[src/rtl/traffic_light_monitor.sv]
// traffic_light_monitor: passive checker on the traffic light controller bus.
// Registers light/ON once, decodes the vehicle phase, measures dwell per phase
// and raises sticky flags on illegal codes, bad ordering, short/long phases
// and illegal pedestrian signalling.
module traffic_light_monitor #(
  parameter int unsigned CNT_W      = 16,
  parameter int unsigned MIN_GREEN  = 4,
  parameter int unsigned MIN_YELLOW = 2,
  parameter int unsigned MIN_RED    = 4,
  parameter int unsigned MAX_DWELL  = 1000
) (
  input  logic             clk,
  input  logic             rst,
  input  logic [4:0]       light,
  input  logic             ON,
  input  logic             clr_err,
  output logic [1:0]       phase,
  output logic             phase_valid,
  output logic [CNT_W-1:0] dwell,
  output logic [15:0]      cycles,
  output logic             err_code,
  output logic             err_seq,
  output logic             err_short,
  output logic             err_timeout,
  output logic             err_ped,
  output logic             err_any
);

  localparam int unsigned CYC_W = 16;
  localparam int unsigned ERR_W = 5;
  // flag bit positions inside err_q
  localparam int unsigned E_CODE  = 4;
  localparam int unsigned E_SEQ   = 3;
  localparam int unsigned E_SHORT = 2;
  localparam int unsigned E_TOUT  = 1;
  localparam int unsigned E_PED   = 0;

  localparam logic [1:0] PH_GREEN  = 2'd0;
  localparam logic [1:0] PH_YELLOW = 2'd1;
  localparam logic [1:0] PH_RED    = 2'd2;

  localparam logic [CNT_W-1:0] DWELL_SAT  = '1;
  localparam logic [CNT_W-1:0] DWELL_ONE  = CNT_W'(1);
  localparam logic [CNT_W-1:0] TIMEOUT_AT = CNT_W'(MAX_DWELL);

  typedef enum logic [1:0] {
    S_IDLE  = 2'd0,
    S_SYNC  = 2'd1,
    S_TRACK = 2'd2
  } state_t;

  state_t             state, state_d;
  logic [4:0]         light_q;
  logic               on_q;
  logic [ERR_W-1:0]   err_q, err_d, err_set;
  logic [1:0]         phase_d;
  logic               phase_valid_d;
  logic [CNT_W-1:0]   dwell_d;
  logic [CYC_W-1:0]   cycles_d;

  logic               veh_legal;
  logic               ped_legal;
  logic [1:0]         veh_phase;
  logic [1:0]         next_legal;
  logic [CNT_W-1:0]   min_dwell;

  // Decode the registered bus: vehicle one-hot, ped legality, expected successor.
  always_comb begin
    veh_legal  = $onehot(light_q[2:0]);
    veh_phase  = light_q[2] ? PH_RED : (light_q[1] ? PH_YELLOW : PH_GREEN);
    ped_legal  = $onehot(light_q[4:3]) && !(light_q[3] && (light_q[2:0] != 3'b100));
    next_legal = (phase == PH_RED) ? PH_GREEN : (phase + 2'd1);
    case (phase)
      PH_GREEN:  min_dwell = CNT_W'(MIN_GREEN);
      PH_YELLOW: min_dwell = CNT_W'(MIN_YELLOW);
      default:   min_dwell = CNT_W'(MIN_RED);
    endcase
  end

  // Next-state, dwell/cycle bookkeeping and error detection.
  always_comb begin
    state_d       = state;
    phase_d       = phase;
    phase_valid_d = phase_valid;
    dwell_d       = dwell;
    cycles_d      = cycles;
    err_set       = '0;

    case (state)
      S_IDLE: begin
        phase_valid_d = 1'b0;
        dwell_d       = '0;
        state_d       = S_SYNC;
      end
      S_SYNC: begin
        if (!ped_legal) err_set[E_PED] = 1'b1;
        if (veh_legal) begin
          state_d       = S_TRACK;
          phase_d       = veh_phase;
          phase_valid_d = 1'b1;
          dwell_d       = DWELL_ONE;
          if (TIMEOUT_AT == DWELL_ONE) err_set[E_TOUT] = 1'b1;
        end
      end
      S_TRACK: begin
        if (!ped_legal) err_set[E_PED] = 1'b1;
        if (!veh_legal) begin
          // an illegal code drops tracking until a clean code reappears
          err_set[E_CODE] = 1'b1;
          state_d         = S_SYNC;
          phase_valid_d   = 1'b0;
          dwell_d         = '0;
        end else if (veh_phase == phase) begin
          if (dwell != DWELL_SAT) begin
            dwell_d = dwell + DWELL_ONE;
            if (dwell_d == TIMEOUT_AT) err_set[E_TOUT] = 1'b1;
          end
        end else begin
          if (veh_phase != next_legal) err_set[E_SEQ] = 1'b1;
          if (dwell < min_dwell) err_set[E_SHORT] = 1'b1;
          if ((phase == PH_RED) && (veh_phase == PH_GREEN)) cycles_d = cycles + CYC_W'(1);
          phase_d = veh_phase;
          dwell_d = DWELL_ONE;
        end
      end
      default: state_d = S_IDLE;
    endcase

    // controller inactive overrides everything: park in IDLE, run no checks
    if (!on_q) begin
      state_d       = S_IDLE;
      phase_valid_d = 1'b0;
      dwell_d       = '0;
      err_set       = '0;
      cycles_d      = cycles;
      phase_d       = phase;
    end

    // a newly detected error wins over a simultaneous clear
    err_d = (err_q & ~{ERR_W{clr_err}}) | err_set;
  end

  // Input stage, state and all registered outputs.
  always_ff @(posedge clk) begin
    if (!rst) begin
      light_q     <= '0;
      on_q        <= 1'b0;
      state       <= S_IDLE;
      phase       <= PH_GREEN;
      phase_valid <= 1'b0;
      dwell       <= '0;
      cycles      <= '0;
      err_q       <= '0;
      err_any     <= 1'b0;
    end else begin
      light_q     <= light;
      on_q        <= ON;
      state       <= state_d;
      phase       <= phase_d;
      phase_valid <= phase_valid_d;
      dwell       <= dwell_d;
      cycles      <= cycles_d;
      err_q       <= err_d;
      err_any     <= |err_d;
    end
  end

  assign err_code    = err_q[E_CODE];
  assign err_seq     = err_q[E_SEQ];
  assign err_short   = err_q[E_SHORT];
  assign err_timeout = err_q[E_TOUT];
  assign err_ped     = err_q[E_PED];

endmodule

[config.mk]
export PLATFORM = sky130hd
export DESIGN_NAME = traffic_light_monitor
export DESIGN_NICKNAME = d
export VERILOG_FILES = /design/src/rtl/traffic_light_monitor.sv
export SDC_FILE = /design/constraint.sdc
export NUM_CORES = 1
export LEC_CHECK = 0
export BUFFER_PORTS_ARGS = -buffer_cell sky130_fd_sc_hd__buf_2
export CORE_MARGIN = 10
export CORE_UTILIZATION = 40
export CTS_BUF_LIST = sky130_fd_sc_hd__clkbuf_8
export DETAILED_ROUTE_END_ITERATION = 16
export SYNTH_ARGS = -nofsm -noshare
export SYNTH_HDL_FRONTEND = slang
export SYNTH_SLANG_ARGS = --single-unit
[constraint.sdc]
create_clock -name clk -period 3.5 [get_ports clk]
set_input_delay 0.875 -clock clk [delete_from_list [all_inputs] [get_ports clk]]
set_output_delay 0.875 -clock clk [all_outputs]
set_load 0.05 [all_outputs]
==> impl_metrics.yaml, run 1 <==
outcome:
  outcome: "completed"
final_layout:
  design_area_um2: 3256
  antennaDiodeCount: 0
  instances_no_fill: 469
  area_delta_synth_final_pct: 14.68
  layout-drive-gt1-share: 0.1984
  seq_area_um2: 980.9
  multi_input_area_um2: 1737
  fin_nets: 390
  nFillCells: 706
setup_path:
  cp_slowest_cell: "or4_4"
  crit_chain: "ha_1, nand3_1, or4_4, nor4_4, nor3_1, a32o_1"
  cp_top_family: "simple AND/OR/NAND/NOR gates"
  critical_path.max_stage_delay_ns: 0.58
  cp.required_ns: 3.71
  cp-start-kind: "flip-flop"
  critPathCaptureType: "flip-flop"
  critPathBufInv: 0
  crit_path_max_fanout: 9
  arrival_ns: 3.07
  worstSetupPathType: "reg -> reg"
floorplan:
  die_area_um2: 10870
  die_h_um: 104.2
  rows: 30
  ios: 50
  fp.coreArea_um2: 6832
  die_w_um: 104.2
  initial_core_util: 0.4156
route:
  via_per_inst: 5.505
  antenna_left: 0
  wl_per_cell_um: 16.07
  drt_iter0_drc: 379
  drt-pass1-iter-count: 4
  num_vias: 2582
  drc_errors: 0
  totalWireLength_um: 7539
grt:
  grt_max_degree: 33
  grt_pass1_wl_um: 12510
  grt_usage: 0.1370
  grt_overflow: 0
  antenna_found_initial: 0
  grt_pass1_vias: 2375
pwr:
  power_leakage_nw: 1.242
  peakVddDrop_v: 0.0001185
  p_comb_frac: 0.063
  p_per_area_nw_per_um2: 303.7
  p_clk_frac: 0.363
  switching_share: 0.2601
  p_int_w: 0.0007316
  seqPwrFrac: 0.574
  switching_power_w: 0.0002572
place:
  gp_congestion: 0.8885
  hpwl_um: 5545
  numPortBuffers: 49
  placed_cell_area_um2: 3162
  dp_cells: 461
cts:
  root_buffer: "clkbuf_8"
  clk_pin_slew_ns: 0.10
  htreeDepth: 2
  tritoncts: "built"
  cts_num_sinks: 49
  cts_buffer_depth: 2
  post_cts_buffers: 0
  clk_latency_ns: 0.31
  numCtsBuffers: 5
  ctsHoldBuffers: 0
  cts_resized: 0
logic_synthesis:
  netlist.area_leader.share: 0.3455
  yosys_register_bits: 49
  postSynthCellCount: 328
  synth_ff_type: "dfxtp_1"
  syn_nets: 346
  synth_top_area_cell: "dfxtp_1"
  synth-seq-area-share: 0.3455
  async_reset_ff_frac: 0
  ys_types: 59
  synthTopCellsByArea: "dfxtp_1 35%, xnor2_1 4.6%, and2_1 4.2%"
  yosysMostFrequentCell: "dfxtp_1"
  synth_warnings: 0
  syn_area_per_cell_um2: 8.655
  yosys-top-cells-count: "49 x dfxtp_1, 21 x nand2_1, 19 x and2_1"
  synth_area_um2: 2839
  synth_edf_count: 0
timing:
  hold_ws_ns: 0.5133
  finalSetupTns_ns: 0
  fin_crit_ns: 2.866
  fmaxAchievable_mhz: 348.9
  rsz0062_at_grt: "no"
  slew-limit-headroom: 0.5451
  setup_viol: 0
  final_max_slew_viol_count: 0
  final-hold-violation-count: 0
  fin_crit_sh: 0.8190
  finalClockSkew_ns: 0.007431
  worst_slew_pin_slew_ns: 0.6771
job:
  cap_viol_max_count: 0
hold_path:
  hold_class: "reg -> reg"
## stage by stage
stage | power (W) | util | worst slack [ns]
floorplan | 0.0006241 | - | 0.6981
global placement | 0.0006421 | 0.4628 | 0.8304
detailed placement | 0.0006422 | 0.4628 | 0.7327
CTS | 0.001000 | 0.4766 | 0.7016
global route | 0.001030 | 0.4766 | 0.4390
finish | 0.0009887 | 0.4766 | 0.6337
## power by group through the flow
stage / clock, W / combinational, W / sequential, W
after detailed placement: 0 / 0.0000616 / 0.000581
after CTS: 0.000371 / 0.0000618 / 0.000568
final: 0.000359 / 0.0000622 / 0.000568
after global placement: 0 / 0.0000620 / 0.000580
after floorplan: 0 / 0.0000442 / 0.000580
after global routing: 0.000390 / 0.0000705 / 0.000569
## worst min-delay path: cells and delay by family (launching register included)
kind	cells	cell delay [ns]
DFF	1	0.34
and+or+nand+nor	1	0.06
AOI/OAI and AO/OA	1	0.07
## layout by cell type (no fill, tap or decap), drive strengths merged, types with 6 or more instances in the layout
master / Yosys / routed
nor4: 14 / 14
ha: 8 / 8
a21boi: 6 / 6
nor2: 13 / 13
nor2b: 10 / 10
dfxtp: 49 / 49
and2: 19 / 19
o21ai: 12 / 12
xnor2: 15 / 15
buf: 8 / 54
xor2: 7 / 7
nand4: 15 / 15
nand2: 21 / 21
or3: 7 / 7
inv: 11 / 13
nor3: 10 / 10
a21oi: 8 / 8
nand3: 18 / 18
## sequential cells by signal, summed over array words and instances, names as in the netlist
name,count
phase_valid,1
err_q,5
cycles,16
phase,2
on_q,1
err_any,1
light_q,5
state,2
dwell,16
## cells by family after synthesis
logic type / share of synthesized area
buffers and inverters: 0.04275
muxes: 0.01763
xor gates and xnor gates: 0.06787
AOI/OAI and AO/OA: 0.1631
and+or+nand+nor: 0.3209
adders and majority gates: 0.04231
DFF: 0.3455
## worst paths after layout
check	cells past startpoint	from	slack [ns]	to
setup / recovery	6	dwell[1]	0.63	dwell[2]
hold / removal	2	err_q[4]	0.51	err_q[4]
setup reg to reg	6	dwell[1]	0.63	dwell[2]
hold reg to reg	2	err_q[4]	0.51	err_q[4]
## cell type report
type                    instances  share of cell area
clock buffers                   5             0.02114
clock inverters                 3            0.007686
inverters                      11             0.01268
multi-input cells             251              0.5334
flip-flops and latches         49              0.3013
well taps                      96             0.03689
repair buffers                 54             0.08686
## routing by layer
metal  global-route usage  vias up  part of all wire
met5                    0        -                 0
met4              0.03280        0             0.012
met3              0.03470        9             0.058
met2               0.2023       81              0.43
met1               0.1929     1185              0.50
li1                     -     1307                 -
Note: power is estimated with default switching activity, not from simulation.
==> inputs of run 2 (changes only) <==
Settings changed: ABC_AREA from default to 1.
Clock period 3.5 ns to 2.51 ns, I/O delays scaled along.
==> run 2 against run 1 <==
- area after synthesis rose by 2.0%
- die area rose by 1.6%
- maximum frequency rose by 30%
- worst hold slack got worse by 0.057 ns
- setup slack got worse by 0.32 ns
- wire length fell by 0.15%
- critical path depth rose by 4
- sequential share of layout area fell by 0.68 points
- via count rose by 8.6%
- final area rose by 2.3%
- largest cell class unchanged
- largest power group unchanged
==> impl_metrics.yaml, run 2 <==
setup_path:
  reg2reg_slack_ns: 0.31
  cp.required_ns: 2.74
  cp_slowest_cell: "fa_1"
  cp-start-kind: "flip-flop"
  critPathCaptureType: "flip-flop"
  worstSetupPathType: "reg -> reg"
  critical_path.max_stage_delay_ns: 0.44
  arrival_ns: 2.43
  crit_chain: "inv_2, fa_1, nor2_2, nand2_1, inv_1, nand3_1, nor2_1, buf_4, a21oi_1, a211oi_1"
  crit_path_max_fanout: 10
  cp_top_family: "simple AND/OR/NAND/NOR gates"
  critPathBufInv: 3
logic_synthesis:
  synth_ff_type: "dfxtp_1"
  postSynthCellCount: 427
  yosysMostFrequentCell: "nand2_1"
  syn_nets: 445
  syn_area_per_cell_um2: 6.781
  async_reset_ff_frac: 0
  synthTopCellsByArea: "dfxtp_1 34%, nand2_1 14%, inv_1 7.5%"
  synth_warnings: 0
  synth-seq-area-share: 0.3388
  synth_top_area_cell: "dfxtp_1"
  yosys_register_bits: 49
  synth_edf_count: 0
  yosys-top-cells-count: "105 x nand2_1, 58 x inv_1, 50 x nor2_1"
  netlist.area_leader.share: 0.3388
  synth_area_um2: 2895
  ys_types: 40
final_layout:
  final_common_cell: "nand2_1"
  area_delta_synth_final_pct: 15.04
  multi_input_area_um2: 1615
  top_regs: "cycles (16), dwell (16)"
  final_cell_mix: "105 x nand2_1, 59 x inv_1, 50 x nor2_1"
  fin_nets: 500
  instances_no_fill: 579
  seq_area_um2: 980.9
  antennaDiodeCount: 0
  nFillCells: 750
  layout-drive-gt1-share: 0.1884
timing:
  fin_crit_ns: 2.200
  final_max_slew_viol_count: 0
  fmaxAchievable_mhz: 454.6
  setup_viol: 0
  worst_slew_pin_slew_ns: 0.5933
  slew-limit-headroom: 0.6009
  rsz0062_at_grt: "no"
  fin_crit_sh: 0.8765
  final-hold-violation-count: 0
  finalSetupTns_ns: 0
  finalClockSkew_ns: 0.009633
pwr:
  p_per_area_nw_per_um2: 414.7
  p_int_w: 0.001015
  switching_power_w: 0.0003657
  p_clk_frac: 0.345
  switching_share: 0.2648
  p_comb_frac: 0.080
  power_leakage_nw: 1.456
  seqPwrFrac: 0.575
  peakVddDrop_v: 0.0002337
  total_power_w: 0.001381
grt:
  grt_overflow: 0
  grt_pass1_wl_um: 12580
  grt_pass1_vias: 2659
  grt_max_degree: 23
  antenna_found_initial: 0
  grt_usage: 0.1343
cts:
  numCtsBuffers: 5
  cts_num_sinks: 49
  tritoncts: "built"
  cts_buffer_depth: 2
  ctsHoldBuffers: 0
  clk_latency_ns: 0.31
  clk_pin_slew_ns: 0.09
  root_buffer: "clkbuf_8"
  post_cts_buffers: 0
  cts_resized: 0
  htreeDepth: 2
route:
  drt_iter0_drc: 96
  via_per_inst: 4.845
  antenna_left: 0
  totalWireLength_um: 7528
  num_vias: 2805
  drt-pass1-iter-count: 4
  drc_errors: 0
  wl_per_cell_um: 13.00
floorplan:
  ios: 50
  die_area_um2: 11040
  rows: 30
  die_h_um: 105.1
  initial_core_util: 0.4192
  die_w_um: 105.1
  fp.coreArea_um2: 6907
outcome:
  outcome: "completed"
place:
  hpwl_um: 5795
  dp_cells: 571
  gp_congestion: 0.8725
  numPortBuffers: 49
job:
  cap_viol_max_count: 0
hold_path:
  hold_class: "reg -> reg"
==> run 2: changes by cell type in the layout (fill, tap and decap cells not counted), sizes merged, moves of 6 or more <==
cell,before,now
o21ai,12,23
nor2b,10,0
nor4,14,3
a21boi,6,0
xnor2,15,3
nor2,13,57
nand4,15,7
a21oi,8,29
nand3,18,24
inv,13,62
nand2,21,114
and2,19,1
or3,7,0
==> run 2: area by class of cell <==
class                   instances  share of cell area
clock inverters                 3            0.005259
flip-flops and latches         49              0.2945
inverters                      63             0.07138
well taps                      96             0.03606
repair buffers                 55             0.08715
multi-input cells             308              0.4850
clock buffers                   5             0.02066
==> run 2: cell families (layout without fill, tap and decap cells) <==
family	Yosys count	in the layout	synth area share
AOI/OAI and AO/OA	68	68	0.1469
and+or+nand+nor	219	219	0.3332
adders and majority gates	9	9	0.04149
DFF	49	49	0.3388
buffers and inverters	70	126	0.1033
xor gates and xnor gates	12	12	0.03630
==> run 2: routing by layer <==
layer  wire length [um]  track usage  up-vias
met5                  0            0        -
met4                117      0.04314        0
met3                532      0.03686       12
met2               3348       0.2117       86
met1               3529       0.1727     1228
li1                   -            -     1479
==> run 2: power groups by stage <==
| stage | Sequential [W] | Combinational [W] | Clock, W |
|---|---|---|---|
| after floorplan | 0.000822 | 0.0000767 | 0 |
| after global placement | 0.000812 | 0.000111 | 0 |
| after detailed placement | 0.000813 | 0.000111 | 0 |
| after CTS | 0.000795 | 0.000111 | 0.000492 |
| after global routing | 0.000796 | 0.000125 | 0.000525 |
| final | 0.000794 | 0.000111 | 0.000476 |
==> run 2: final timing paths <==
path / from / depth (start not counted) / endpoint
setup reg to reg: light_q[2] / 10 / dwell[4]
hold / removal: phase_valid / 2 / phase_valid
setup / recovery: light_q[2] / 10 / dwell[4]
hold reg to reg: phase_valid / 2 / phase_valid
==> run 2: tightest hold or removal path: cells and delay by family, from the launching register on <==
| family | cells | cell delay, ns |
|---|---|---|
| AOI/OAI and AO/OA | 1 | 0.05 |
| buffers and inverters | 1 | 0.05 |
| DFF | 1 | 0.32 |
==> run 2: stage by stage <==
stage / utilization / setup slack [ns] / hold slack, ns / instance area, um2
2_1_floorplan: - / 0.4352 / 0.5131 / 2895
3_3_place_gp: 0.4697 / 0.4006 / 0.4328 / 3244
3_5_place_dp: 0.4697 / 0.3110 / 0.4476 / 3244
4_1_cts: 0.4822 / 0.2885 / 0.4622 / 3331
5_1_grt: 0.4822 / 0.03057 / 0.4759 / 3331
6_report: 0.4822 / 0.3100 / 0.4567 / 3331
==> inputs of run 3 (changes only) <==
Settings changed: PLACE_DENSITY from default to 0.64.
==> run 3 against run 2 <==
- maximum frequency rose by 0.76%
- combinational power barely moved
- final cell count rose by 0.35%
- via count rose by 2.8%
- count of clock-buffer cells in the layout did not move
- register-to-register slack improved by 0.02 ns
- worst hold slack got worse by 0.0092 ns
- critical path type unchanged
==> impl_metrics.yaml, run 3 (same netlist as run 2, synthesis figures left out) <==
timing:
  final-hold-violation-count: 0
  setup_viol: 0
  finalSetupTns_ns: 0
  fmaxAchievable_mhz: 458.0
  final_max_slew_viol_count: 0
  fin_crit_ns: 2.183
  rsz0062_at_grt: "no"
  finalClockSkew_ns: 0.008283
  fin_crit_sh: 0.8699
  slew-limit-headroom: 0.5482
  hold_ws_ns: 0.4475
  worst_slew_pin_slew_ns: 0.6715
  worst_slack_ns: 0.3265
grt:
  grt_usage: 0.1395
  grt_overflow: 0
  grt_max_degree: 23
  grt_pass1_vias: 2817
  antenna_found_initial: 0
  grt_pass1_wl_um: 13140
pwr:
  peakVddDrop_v: 0.0002360
  switching_share: 0.2718
  p_int_w: 0.001022
  p_per_area_nw_per_um2: 418.4
  p_comb_frac: 0.079
  switching_power_w: 0.0003817
  power_leakage_nw: 1.461
  seqPwrFrac: 0.566
  p_clk_frac: 0.355
setup_path:
  arrival_ns: 2.39
  reg2reg_slack_ns: 0.33
  startpoint: "light_q[2]"
  rr_startpoint: "light_q[2]"
  r2r_end: "cycles[7]"
  critPathCaptureType: "flip-flop"
  cp.required_ns: 2.72
  reg2reg_depth: 12
  worstSetupPathType: "reg -> reg"
  crit_path_max_fanout: 10
  cp-start-kind: "flip-flop"
final_layout:
  area_delta_synth_final_pct: 15.90
  instances_no_fill: 581
  final_common_cell: "nand2_1"
  fin_nets: 502
  top_regs: "cycles (16), dwell (16)"
  antennaDiodeCount: 0
  layout-drive-gt1-share: 0.1959
  design_area_um2: 3356
  final_cell_mix: "105 x nand2_1, 58 x inv_1, 49 x nor2_1, 49 x dfxtp_1, 49 x buf_2"
  nFillCells: 738
cts:
  numCtsBuffers: 5
  root_buffer: "clkbuf_8"
  cts_buffer_depth: 2
  htreeDepth: 2
  tritoncts: "built"
  clk_latency_ns: 0.31
  clk_pin_slew_ns: 0.10
  ctsHoldBuffers: 0
  cts_num_sinks: 49
route:
  drt-pass1-iter-count: 4
  num_vias: 2883
  totalWireLength_um: 7597
  antenna_left: 0
  drt_iter0_drc: 154
  via_per_inst: 4.962
  wl_per_cell_um: 13.08
  drc_errors: 0
job:
  cap_viol_max_count: 0
floorplan:
  rows: 30
  die_w_um: 105.1
  die_h_um: 105.1
  die_area_um2: 11040
  initial_core_util: 0.4192
  fp.coreArea_um2: 6907
  ios: 50
place:
  dp_cells: 573
  place_ws_ns: 0.3397
  numPortBuffers: 49
  placed_cell_area_um2: 3259
  gp_congestion: 0.8853
  hpwl_um: 5915
outcome:
  outcome: "completed"
hold_path:
  hp-start: "phase_valid"
  hold_class: "reg -> reg"
  worstHoldEndpoint: "phase_valid"
  hold_depth: 2
## run 3: cell type report
type	instances	area, um2	area share
well taps	96	120.1	0.03579
inverters	63	237.7	0.07084
clock buffers	5	68.82	0.02051
flip-flops and latches	49	980.9	0.2923
repair buffers	57	305.3	0.09098
multi-input cells	308	1618	0.4821
clock inverters	3	25.02	0.007457
## run 3: through the flow
stage / utilization / total power [W]
2_1_floorplan: - / 0.0008990
3_3_place_gp: 0.4719 / 0.0009230
3_5_place_dp: 0.4719 / 0.0009241
4_1_cts: 0.4855 / 0.001417
5_1_grt: 0.4859 / 0.001463
6_report: 0.4859 / 0.001404
## run 3: worst max-delay path by stage
stage,endpoint,slack [ns]
after floorplan,dwell[1],0.44
after detailed placement,dwell[4],0.34
final,cycles[7],0.33
after CTS,dwell[4],0.31
after global placement,cycles[7],0.42
after global routing,dwell[15],0.04
## run 3: worst max-delay path: stages (launching register included)
cell and delay [ns]:
dfxtp_1 0.40, inv_2 0.08, fa_1 0.45, nor2_2 0.19
nand2_1 0.14, nor3_1 0.19, nand2_2 0.14, clkinv_2 0.14
nand2_2 0.09, nor2_2 0.12, nand2_1 0.06, nand2_1 0.06
nor2_1 0.04
## run 3: metal layers
layer | share of wire | vias up | GRT usage
met5 | 0 | - | 0
met4 | 0.015 | 0 | 0.04412
met3 | 0.062 | 14 | 0.03563
met2 | 0.46 | 84 | 0.2335
met1 | 0.46 | 1296 | 0.1704
li1 | - | 1489 | -
## run 3: power by group through the flow
stage	Sequential, W	Clock, W	Combinational [W]
after floorplan	0.000822	0	0.0000767
after global placement	0.000812	0	0.000111
after detailed placement	0.000812	0	0.000112
after CTS	0.000794	0.000511	0.000112
after global routing	0.000796	0.000539	0.000127
final	0.000794	0.000498	0.000111
## run 3: timing repair
action                     4_1_cts  5_1_grt
setup endpoints to repair        0        1
setup buffers                    0        0
gates resized for setup          0        1
hold endpoints to repair         0        0
